$ cat src/rtl/dec_scan_nto2n_pkg.sv
// Shared definitions for the dec_scan_nto2n decoder.
//   mode_t / MODE_DIRECT / MODE_SCAN : encoding of the MODE input
//   op_e / decode_op()               : per-edge operation chosen from EN and MODE
package dec_scan_nto2n_pkg;

   typedef logic mode_t;

   localparam mode_t MODE_DIRECT = 1'b0;
   localparam mode_t MODE_SCAN   = 1'b1;

   // What the decoder does on the next clock edge.
   typedef enum logic [1:0] {
      OpHold,  // disabled: outputs inactive, index and dwell count frozen
      OpLoad,  // direct decode of the select code
      OpScan   // autonomous walk through the outputs
   } op_e;

   // EN low dominates; otherwise MODE picks the operation. An EN rise that
   // coincides with a MODE change therefore follows the new MODE directly.
   function automatic op_e decode_op(logic en, mode_t mode);
      if (!en) begin
         return OpHold;
      end else if (mode == MODE_SCAN) begin
         return OpScan;
      end
      return OpLoad;
   endfunction

endpackage

$ cat src/rtl/dec_scan_nto2n_dwell_timer.sv
// Dwell counter for the scan sequencer.
//   clk   : clock
//   rst   : asynchronous, active-high reset (count to 0)
//   clr   : synchronous clear of the count
//   hold  : freeze the count
//   dwell : live dwell limit
//   cnt   : current count
//   tick  : count has reached the limit; the counter wraps to 0 on this edge
module dec_scan_nto2n_dwell_timer #(
   parameter int unsigned DWELL_W = 8
) (
   input  logic               clk,
   input  logic               rst,
   input  logic               clr,
   input  logic               hold,
   input  logic [DWELL_W-1:0] dwell,
   output logic [DWELL_W-1:0] cnt,
   output logic               tick
);

   logic [DWELL_W-1:0] cnt_q;
   logic [DWELL_W-1:0] cnt_d;

   // >= rather than == so that lowering the limit below the count still ends
   // the dwell on the very next edge.
   assign tick = (cnt_q >= dwell);
   assign cnt  = cnt_q;

   always_comb begin
      cnt_d = cnt_q;
      if (clr) begin
         cnt_d = '0;
      end else if (!hold) begin
         cnt_d = tick ? '0 : cnt_q + 1'b1;
      end
   end

   always_ff @(posedge clk or posedge rst) begin
      if (rst) begin
         cnt_q <= '0;
      end else begin
         cnt_q <= cnt_d;
      end
   end

endmodule

$ cat src/rtl/dec_scan_nto2n.sv
// N-to-2^N one-hot decoder with registered outputs, enable, selectable output
// polarity and an autonomous scan mode that walks the active output through
// all 2^N positions with a programmable dwell time.
//   clk    : clock, all state changes on the rising edge
//   rst    : asynchronous, active-high reset
//   en     : 1 = decoder active; 0 = outputs inactive, index/dwell frozen
//   mode   : MODE_DIRECT decodes sel; MODE_SCAN walks the outputs
//   sel    : select code for direct mode
//   dwell  : in scan mode each index is held dwell+1 enabled cycles
//   y      : registered one-hot output (active level set by ACTIVE_LOW)
//   idx    : registered index currently shown on y
//   step_p : one-cycle pulse, first cycle a new scan index is shown
//   wrap_p : one-cycle pulse together with step_p when the new index is 0
module dec_scan_nto2n
   import dec_scan_nto2n_pkg::*;
#(
   parameter int unsigned N          = 3,
   parameter int unsigned DWELL_W    = 8,
   parameter bit          ACTIVE_LOW = 1'b0
) (
   input  logic                clk,
   input  logic                rst,
   input  logic                en,
   input  logic                mode,
   input  logic [N-1:0]        sel,
   input  logic [DWELL_W-1:0]  dwell,
   output logic [(1<<N)-1:0]   y,
   output logic [N-1:0]        idx,
   output logic                step_p,
   output logic                wrap_p
);

   localparam int unsigned W = 1 << N;

   // XOR mask that turns the internal active-high pattern into the output level.
   localparam logic [W-1:0] POL_MASK = {W{ACTIVE_LOW}};

   op_e              op;
   logic             tick;
   logic [DWELL_W-1:0] cnt;

   logic [N-1:0] idx_q, idx_d;
   logic [W-1:0] y_q, y_d;
   logic         step_q, step_d;
   logic         wrap_q, wrap_d;
   logic         active;
   logic [W-1:0] one_hot;

   assign op = decode_op(en, mode);

   dec_scan_nto2n_dwell_timer #(
      .DWELL_W (DWELL_W)
   ) u_dwell_timer (
      .clk   (clk),
      .rst   (rst),
      .clr   (op == OpLoad),
      .hold  (op == OpHold),
      .dwell (dwell),
      .cnt   (cnt),
      .tick  (tick)
   );

   always_comb begin
      idx_d   = idx_q;
      step_d  = 1'b0;
      wrap_d  = 1'b0;
      active  = 1'b0;
      one_hot = '0;
      unique case (op)
         OpLoad: begin
            idx_d  = sel;
            active = 1'b1;
         end
         OpScan: begin
            active = 1'b1;
            if (tick) begin
               // Natural N-bit overflow gives the modulo-2^N wrap.
               idx_d  = idx_q + 1'b1;
               step_d = 1'b1;
               wrap_d = (idx_d == '0);
            end
         end
         default: ;
      endcase
      // Only one bit is ever set, so y stays one-hot or all-inactive.
      if (active) begin
         one_hot[idx_d] = 1'b1;
      end
      y_d = one_hot ^ POL_MASK;
   end

   always_ff @(posedge clk or posedge rst) begin
      if (rst) begin
         idx_q  <= '0;
         y_q    <= POL_MASK;
         step_q <= 1'b0;
         wrap_q <= 1'b0;
      end else begin
         idx_q  <= idx_d;
         y_q    <= y_d;
         step_q <= step_d;
         wrap_q <= wrap_d;
      end
   end

   assign y      = y_q;
   assign idx    = idx_q;
   assign step_p = step_q;
   assign wrap_p = wrap_q;

endmodule

$ cat config.mk
export PLATFORM = sky130hd
export DESIGN_NAME = dec_scan_nto2n
export DESIGN_NICKNAME = d
export VERILOG_FILES = /design/src/rtl/dec_scan_nto2n_pkg.sv /design/src/rtl/dec_scan_nto2n_dwell_timer.sv /design/src/rtl/dec_scan_nto2n.sv
export SDC_FILE = /design/constraint.sdc
export NUM_CORES = 1
export LEC_CHECK = 0
export ABC_AREA = 1
export BUFFER_PORTS_ARGS = -buffer_cell sky130_fd_sc_hd__clkbuf_2
export CORE_ASPECT_RATIO = 0.6
export CORE_UTILIZATION = 40
export CTS_BUF_LIST = sky130_fd_sc_hd__clkbuf_2 sky130_fd_sc_hd__clkbuf_4 sky130_fd_sc_hd__clkbuf_8
export DETAILED_ROUTE_END_ITERATION = 8
export PLACE_DENSITY = 0.71
export RECOVER_POWER = 25
export SLEW_MARGIN = 40
export SYNTH_ARGS = -nofsm -noshare
export SYNTH_HDL_FRONTEND = slang
export SYNTH_HIERARCHICAL = 1
export SYNTH_SLANG_ARGS = --single-unit
$ cat constraint.sdc
create_clock -name clk -period 2 [get_ports clk]
set_input_delay 0.4 -clock clk [delete_from_list [all_inputs] [get_ports clk]]
set_output_delay 0.4 -clock clk [all_outputs]
set_load 0.01 [all_outputs]
Yosys cells after proc, flatten, opt, wreduce, memory -nomap -nowiden

Index checks and enable logic that the tools add are counted.

Register bits: 21
Logic and storage cells: 35
Output and inout bits: 13

$lt $le $gt $ge: 3
Mux-type cells: 18
Add/sub/neg operators: 2
Equality and inequality tests: 3
Reduce and logical (&&, ||, !) cells: 4

Operator list:

| cell                  | count |
|---|---|
| $mux W8               | 4 |
| $add A8 B1 Y8 const B | 1 |
| $ge A8 B8 Y1          | 1 |
| $mux W1               | 8 |
| $mux W2               | 3 |
| $pmux W3 S2           | 1 |
| $lt A3 B4 Y1 const B  | 1 |
| $add A3 B1 Y3 const B | 1 |
| $demux W1 S3          | 1 |
| $ge A3 B1 Y1 const B  | 1 |
| $logic_not A3 Y1      | 1 |
| $mux W3               | 1 |
| $eq A2 B1 Y1 const B  | 1 |
| $eq A2 B2 Y1 const B  | 1 |
| $logic_not A2 Y1      | 1 |
| $ne A2 B1 Y1 const B  | 1 |
| $reduce_or A2 Y1      | 1 |
| $logic_and A1 B1 Y1   | 1 |

Logic depth before layout (Yosys ltp)

Depth in word-level cells: 10
Depth in mapped cells: 15

Cells and area by module

Netlist, hierarchy kept.

Modules (own cells, without submodules):

| module                     | instances | area each (sq um) | cells each |
|---|---|---|---|
| dec_scan_nto2n_dwell_timer | 1         | 720.7             | 99 |
| dec_scan_nto2n             | 1         | 629.4             | 76 |

Worst setup path after synthesis

OpenSTA, ideal clock, no wires.

Path kind: input-to-reg
Start: input port dwell[7]
End: register y_q[0] (netlist: y[0])
Path slack: 193 ps
Data arrival time: 1735 ps
Required time: 1928 ps
Library setup time: 72 ps
Cell stages on the path: 10
Path buffers: 0
Cell sequence: inv_1 -> ha_1 -> a21o_1 -> nor2_4 -> nand2_1 -> nor2_1 -> nor2_1 -> nor2_2 -> nand3_1 -> nor2_1

Word-level cells in the longest chain between the ends: 8

Ends and longest elaborated chain:

| what                                                                      | line                             | source |
|---|---|---|
| start, declared                                                           | dec_scan_nto2n.sv:26             | `input logic [DWELL_W-1:0] dwell,` |
| $ge A8 B8 Y1 *                                                            | dec_scan_nto2n_dwell_timer.sv:26 | `assign tick = (cnt_q >= dwell);` |
| net tick                                                                  | dec_scan_nto2n.sv:39             | `logic tick;` |
| $mux W3 *                                                                 | dec_scan_nto2n.sv:76             | `if (tick) begin` |
| $pmux W3 S2 *                                                             | dec_scan_nto2n.sv:69             | `unique case (op)` |
| $lt A3 B4 Y1 (implied by the code) / $ge A3 B1 Y1 (equally long branches) | dec_scan_nto2n.sv:87             | `one_hot[idx_d] = 1'b1;` |
| $logic_and A1 B1 Y1 (implied by the code)                                 | dec_scan_nto2n.sv:87             |  |
| $mux W1 (implied by the code)                                             | dec_scan_nto2n.sv:87             |  |
| $demux W1 S3 *                                                            | dec_scan_nto2n.sv:87             |  |
| $mux W8 *                                                                 | dec_scan_nto2n.sv:86             | `if (active) begin` |
| net one_hot[0]                                                            | dec_scan_nto2n.sv:47             | `logic [W-1:0] one_hot;` |
| end signal, assigned                                                      | dec_scan_nto2n.sv:100            | `y_q <= y_d;` |
| end, declared                                                             | dec_scan_nto2n.sv:43             | `logic [W-1:0] y_q, y_d;` |

The timed path passes the listed nets; every way through them passes the cells marked *.
A chain may end at the register's enable or synchronous reset.

Final worst setup path

Start: register u_dwell_timer.cnt_q[7] (netlist: u_dwell_timer/cnt[7])
End: register y_q[2] (netlist: y[2])

Word-level cells in the longest chain between the ends: 8

Ends and longest elaborated chain:

| what                                                                      | line                             | source |
|---|---|---|
| start, declared                                                           | dec_scan_nto2n_dwell_timer.sv:21 | `logic [DWELL_W-1:0] cnt_q;` |
| start signal, assigned                                                    | dec_scan_nto2n_dwell_timer.sv:42 | `cnt_q <= cnt_d;` |
| $ge A8 B8 Y1 *                                                            | dec_scan_nto2n_dwell_timer.sv:26 |  |
| net tick                                                                  | dec_scan_nto2n.sv:39             |  |
| $mux W3 *                                                                 | dec_scan_nto2n.sv:76             |  |
| $pmux W3 S2 *                                                             | dec_scan_nto2n.sv:69             |  |
| $lt A3 B4 Y1 (implied by the code) / $ge A3 B1 Y1 (equally long branches) | dec_scan_nto2n.sv:87             |  |
| $logic_and A1 B1 Y1 (implied by the code)                                 | dec_scan_nto2n.sv:87             |  |
| $mux W1 (implied by the code)                                             | dec_scan_nto2n.sv:87             |  |
| $demux W1 S3 *                                                            | dec_scan_nto2n.sv:87             |  |
| $mux W8 *                                                                 | dec_scan_nto2n.sv:86             |  |
| net one_hot[2]                                                            | dec_scan_nto2n.sv:47             |  |

Marked as above.

==> impl_metrics.csv <==
group,metric,value,unit
run_status,outcome,"complete, no violations",
logic_synthesis,ys_types,23,
floorplanning,core_area,0.00304,mm2
floorplanning,dieArea,0.00362,mm2
power_and_ir_drop,leakage,0.951,nW
power_and_ir_drop,p_total,1.07,mW
placement,place_congestion,0.858,
placement,io_buffers,27,
sta,worst_slack,0.157,ns
finish,final_util,0.541,
cts,cts_hold_buf,0,
cts,clk_transition_reported_paths,0.07,ns
finish,antenna_cells,0,
logic_synthesis,synth_nets,201,
logic_synthesis,synthesis.area,0.00135,mm2
drt,drtIter0Drc,61,
logic_synthesis,yosys-top-cells-count,"nand2_1, inv_1, dfrtp_1",
cts,clkLatencyLatePin,0.25,ns
logic_synthesis,yosys_warnings,6,
logic_synthesis,syn_inst,175,
critical_path,crit_arrival,2.03,ns
hold_path,min_path_type,"in2async",
sta,rsz0062_at_grt,"no",
finish,area_delta_synth_final,21.9,%
cts,cts_sinks,21,
power_and_ir_drop,ir_drop,0.361,mV
floorplanning,die_w,77,um
drt,via_per_inst,4.59,
logic_synthesis,synth_mux_area_frac,0,
drt,vias,1170,
grt,overflow,0,
sta,fin_tns_setup,0,ns
logic_synthesis,synth_top_area_share,0.389,
floorplanning,rows,15,
sta,timing.hold.ws,0.0843,ns
grt,grt_pass1_wl,4720,um
drt,drtAntennaViolNets,0,
logic_synthesis,synthXorXnorAreaFrac,0.0130,
sta,slew_viol_final,0,
critical_path,timing_worst_setup_path_type,"reg2reg",
logic_synthesis,ys.flop_type,"dfrtp_1",
flow_run,cap_violations,0,
logic_synthesis,yosysSeqAreaShare,0.389,
sta,worstMarginPinSlew,0.458,ns
logic_synthesis,synth-seq-cells,21,
placement,post-place-ws,-0.0483,ns
logic_synthesis,synth_area_per_cell,7.71,um2
finish,drive_gt1_frac,0.291,
grt,grtUsageTotal,0.173,
cts,cts_root_buffer,"clkbuf_8",
floorplanning,ios,28,
floorplanning,start_util,0.444,
sta,clock_skew,0.00262,ns
critical_path,crit_path_end_kind,"flop",
critical_path,cp.required,2.18,ns
critical_path,cpMaxStageDelayCell,"dfrtp_1",
logic_synthesis,synth_area_leaders,"dfrtp_1, nand2_1, ha_1, inv_1, nor2_1",
critical_path,r2r_cells,11,
grt,grt_start_max_net_pins,14,
sta,setup_viol,0,
cts,cts_tree,"built",
critical_path,critical-path-top-delay-family,"simple AND/OR/NAND/NOR gates",
logic_synthesis,yosysMostFrequentCell,"nand2_1",
logic_synthesis,synth_fa_ha_area_frac,0.102,
logic_synthesis,synth_compound_area_frac,0.0473,
logic_synthesis,synth_edf_count,0,
critical_path,r2r_setup_slack,0.16,ns
sta,relSlewSlack,0.694,
floorplanning,fp.dieH,47,um
critical_path,critical_path.max_fanout,7,
critical_path,cp_slowest_stage_delay,0.43,ns
cts,htree_levels,1,
grt,grt_antenna_before_repair,0,
sta,fmax,543,MHz
logic_synthesis,yosys.area_share.simple,0.357,
logic_synthesis,yosys.area.top_type,"dfrtp_1",
sta,hold_viol,0,
drt,wl_per_cell,11.0,um
critical_path,cpMostUsedCell,"nand2_1",
cts,ctsLongestPathBuffers,2,
sta,period_share,0.921,
logic_synthesis,async_reset_ff_frac,1.00,
finish,nets,240,
logic_synthesis,synth_top_family_by_area,"simple AND/OR/NAND/NOR gates",
drt,drc,0,
power_and_ir_drop,p_per_area,651,mW/mm2
critical_path,cp_num_cells,11,
drt,dr.pass1.iters,4,
critical_path,crit_chain,"ha_1 > nand2_1 > nor2_1 > nor2_4 > nand2_2 > nand2_1 > nand2_1 > nand2_1 > o21ai_1 > nand3_2 > nor2_1",
sta,period_minus_slack,1.84,ns
placement,dp_hpwl,2340,um
drt,wl,2800,um
critical_path,cp-start-kind,"flop",
cts,cts_inserted_buffers,3,
grt,grt_pass1_vias,1001,
critical_path,cp_num_buf_inv,0,
cells by family after synthesis:
family | after synthesis
xor+xnor | 2
flops | 21
buf+inv | 33
simple gates | 98
compound gates | 10
fa+ha+maj | 11
worst paths after layout:
| path | start | to |
|---|---|---|
| max | u_dwell_timer/cnt[7]$_DFFE_PP0P_ | y[2]$_DFF_PP0_ |
| min | rst | u_dwell_timer/cnt[2]$_DFFE_PP0P_ |
| max reg2reg | u_dwell_timer/cnt[7]$_DFFE_PP0P_ | y[2]$_DFF_PP0_ |
| min reg2reg | u_dwell_timer/cnt[1]$_DFFE_PP0P_ | u_dwell_timer/cnt[1]$_DFFE_PP0P_ |
| max in group asynchronous | rst | idx[0]$_DFF_PP0_ |
| min in group clk | sel[0] | idx[0]$_DFF_PP0_ |
layer usage:
layer  global-route usage  share of wire  vias up
met4               0.0340         0.0068        0
met5                    0              0        -
met1                0.277           0.55      502
met2                0.234           0.37       41
met3               0.0369          0.075        2
li1                     -              -      625
power by group:
part	switching [mW]	internal, mW
combinational	0.179	0.112
sequential	0.0322	0.461
clock	0.131	0.155
total	0.342	0.729
cell usage in the layout, fill, tap and decap left out:
cell      Yosys  final
nand2_1      45     44
inv_1        27     27
clkbuf_2      0     26
dfrtp_1      21     21
nor2_1       20     20
ha_1         11     11
nand3_1      10      9
nand2_2       6      7
nand4_1       7      7
buf_4         0      7
inv_2         5      5
nor2_4        5      5
a21oi_2       3      3
clkbuf_8      0      3
a21oi_1       3      3
o21ai_1       2      2
nand3_2       1      2
nand2_4       1      1
nor2_2        1      1
nor3_1        1      1
clkbuf_4      0      1
clkbuf_1      0      1
a21o_1        1      1
clkinv_1      1      1
nand3_4       1      1
xor2_1        1      1
xnor2_1       1      1
o21ai_0       1      1
registers in the layout, summed over array words and instances, names as in the netlist:
signal / flops
u_dwell_timer/cnt: 8
step_p: 1
idx: 3
wrap_p: 1
y: 8
repair_timing:
item                       in CTS  in global routing
buffers inserted                0                  1
resized for setup               0                  2
setup endpoints to repair       0                  8
cell type report:
| class | instances | area [um2] |
|---|---|---|
| fillers | 311 | 1400 |
| multi-input cells | 121 | 708 |
| flip-flops and latches | 21 | 526 |
| repair buffers | 34 | 186 |
| inverters | 33 | 124 |
| well taps | 42 | 52.6 |
| clock buffers | 4 | 48.8 |
per-stage QoR:
stage | area [um2] | cells
finish | 1650 | 255
global route | 1650 | 255
CTS | 1630 | 254
detailed placement | 1580 | 250
global placement | 1580 | 250
floorplan | 1350 | 175
worst reg2reg max path: cells and delay by family, from the launching register on:
kind / cells / cell delay (ns)
AND/OR/NAND/NOR: 9 / 0.90
AO/OA/AOI/OAI: 1 / 0.11
flip-flops: 1 / 0.43
adder cells (fa/ha/maj): 1 / 0.32
Note: power is estimated with default switching activity, not from simulation.
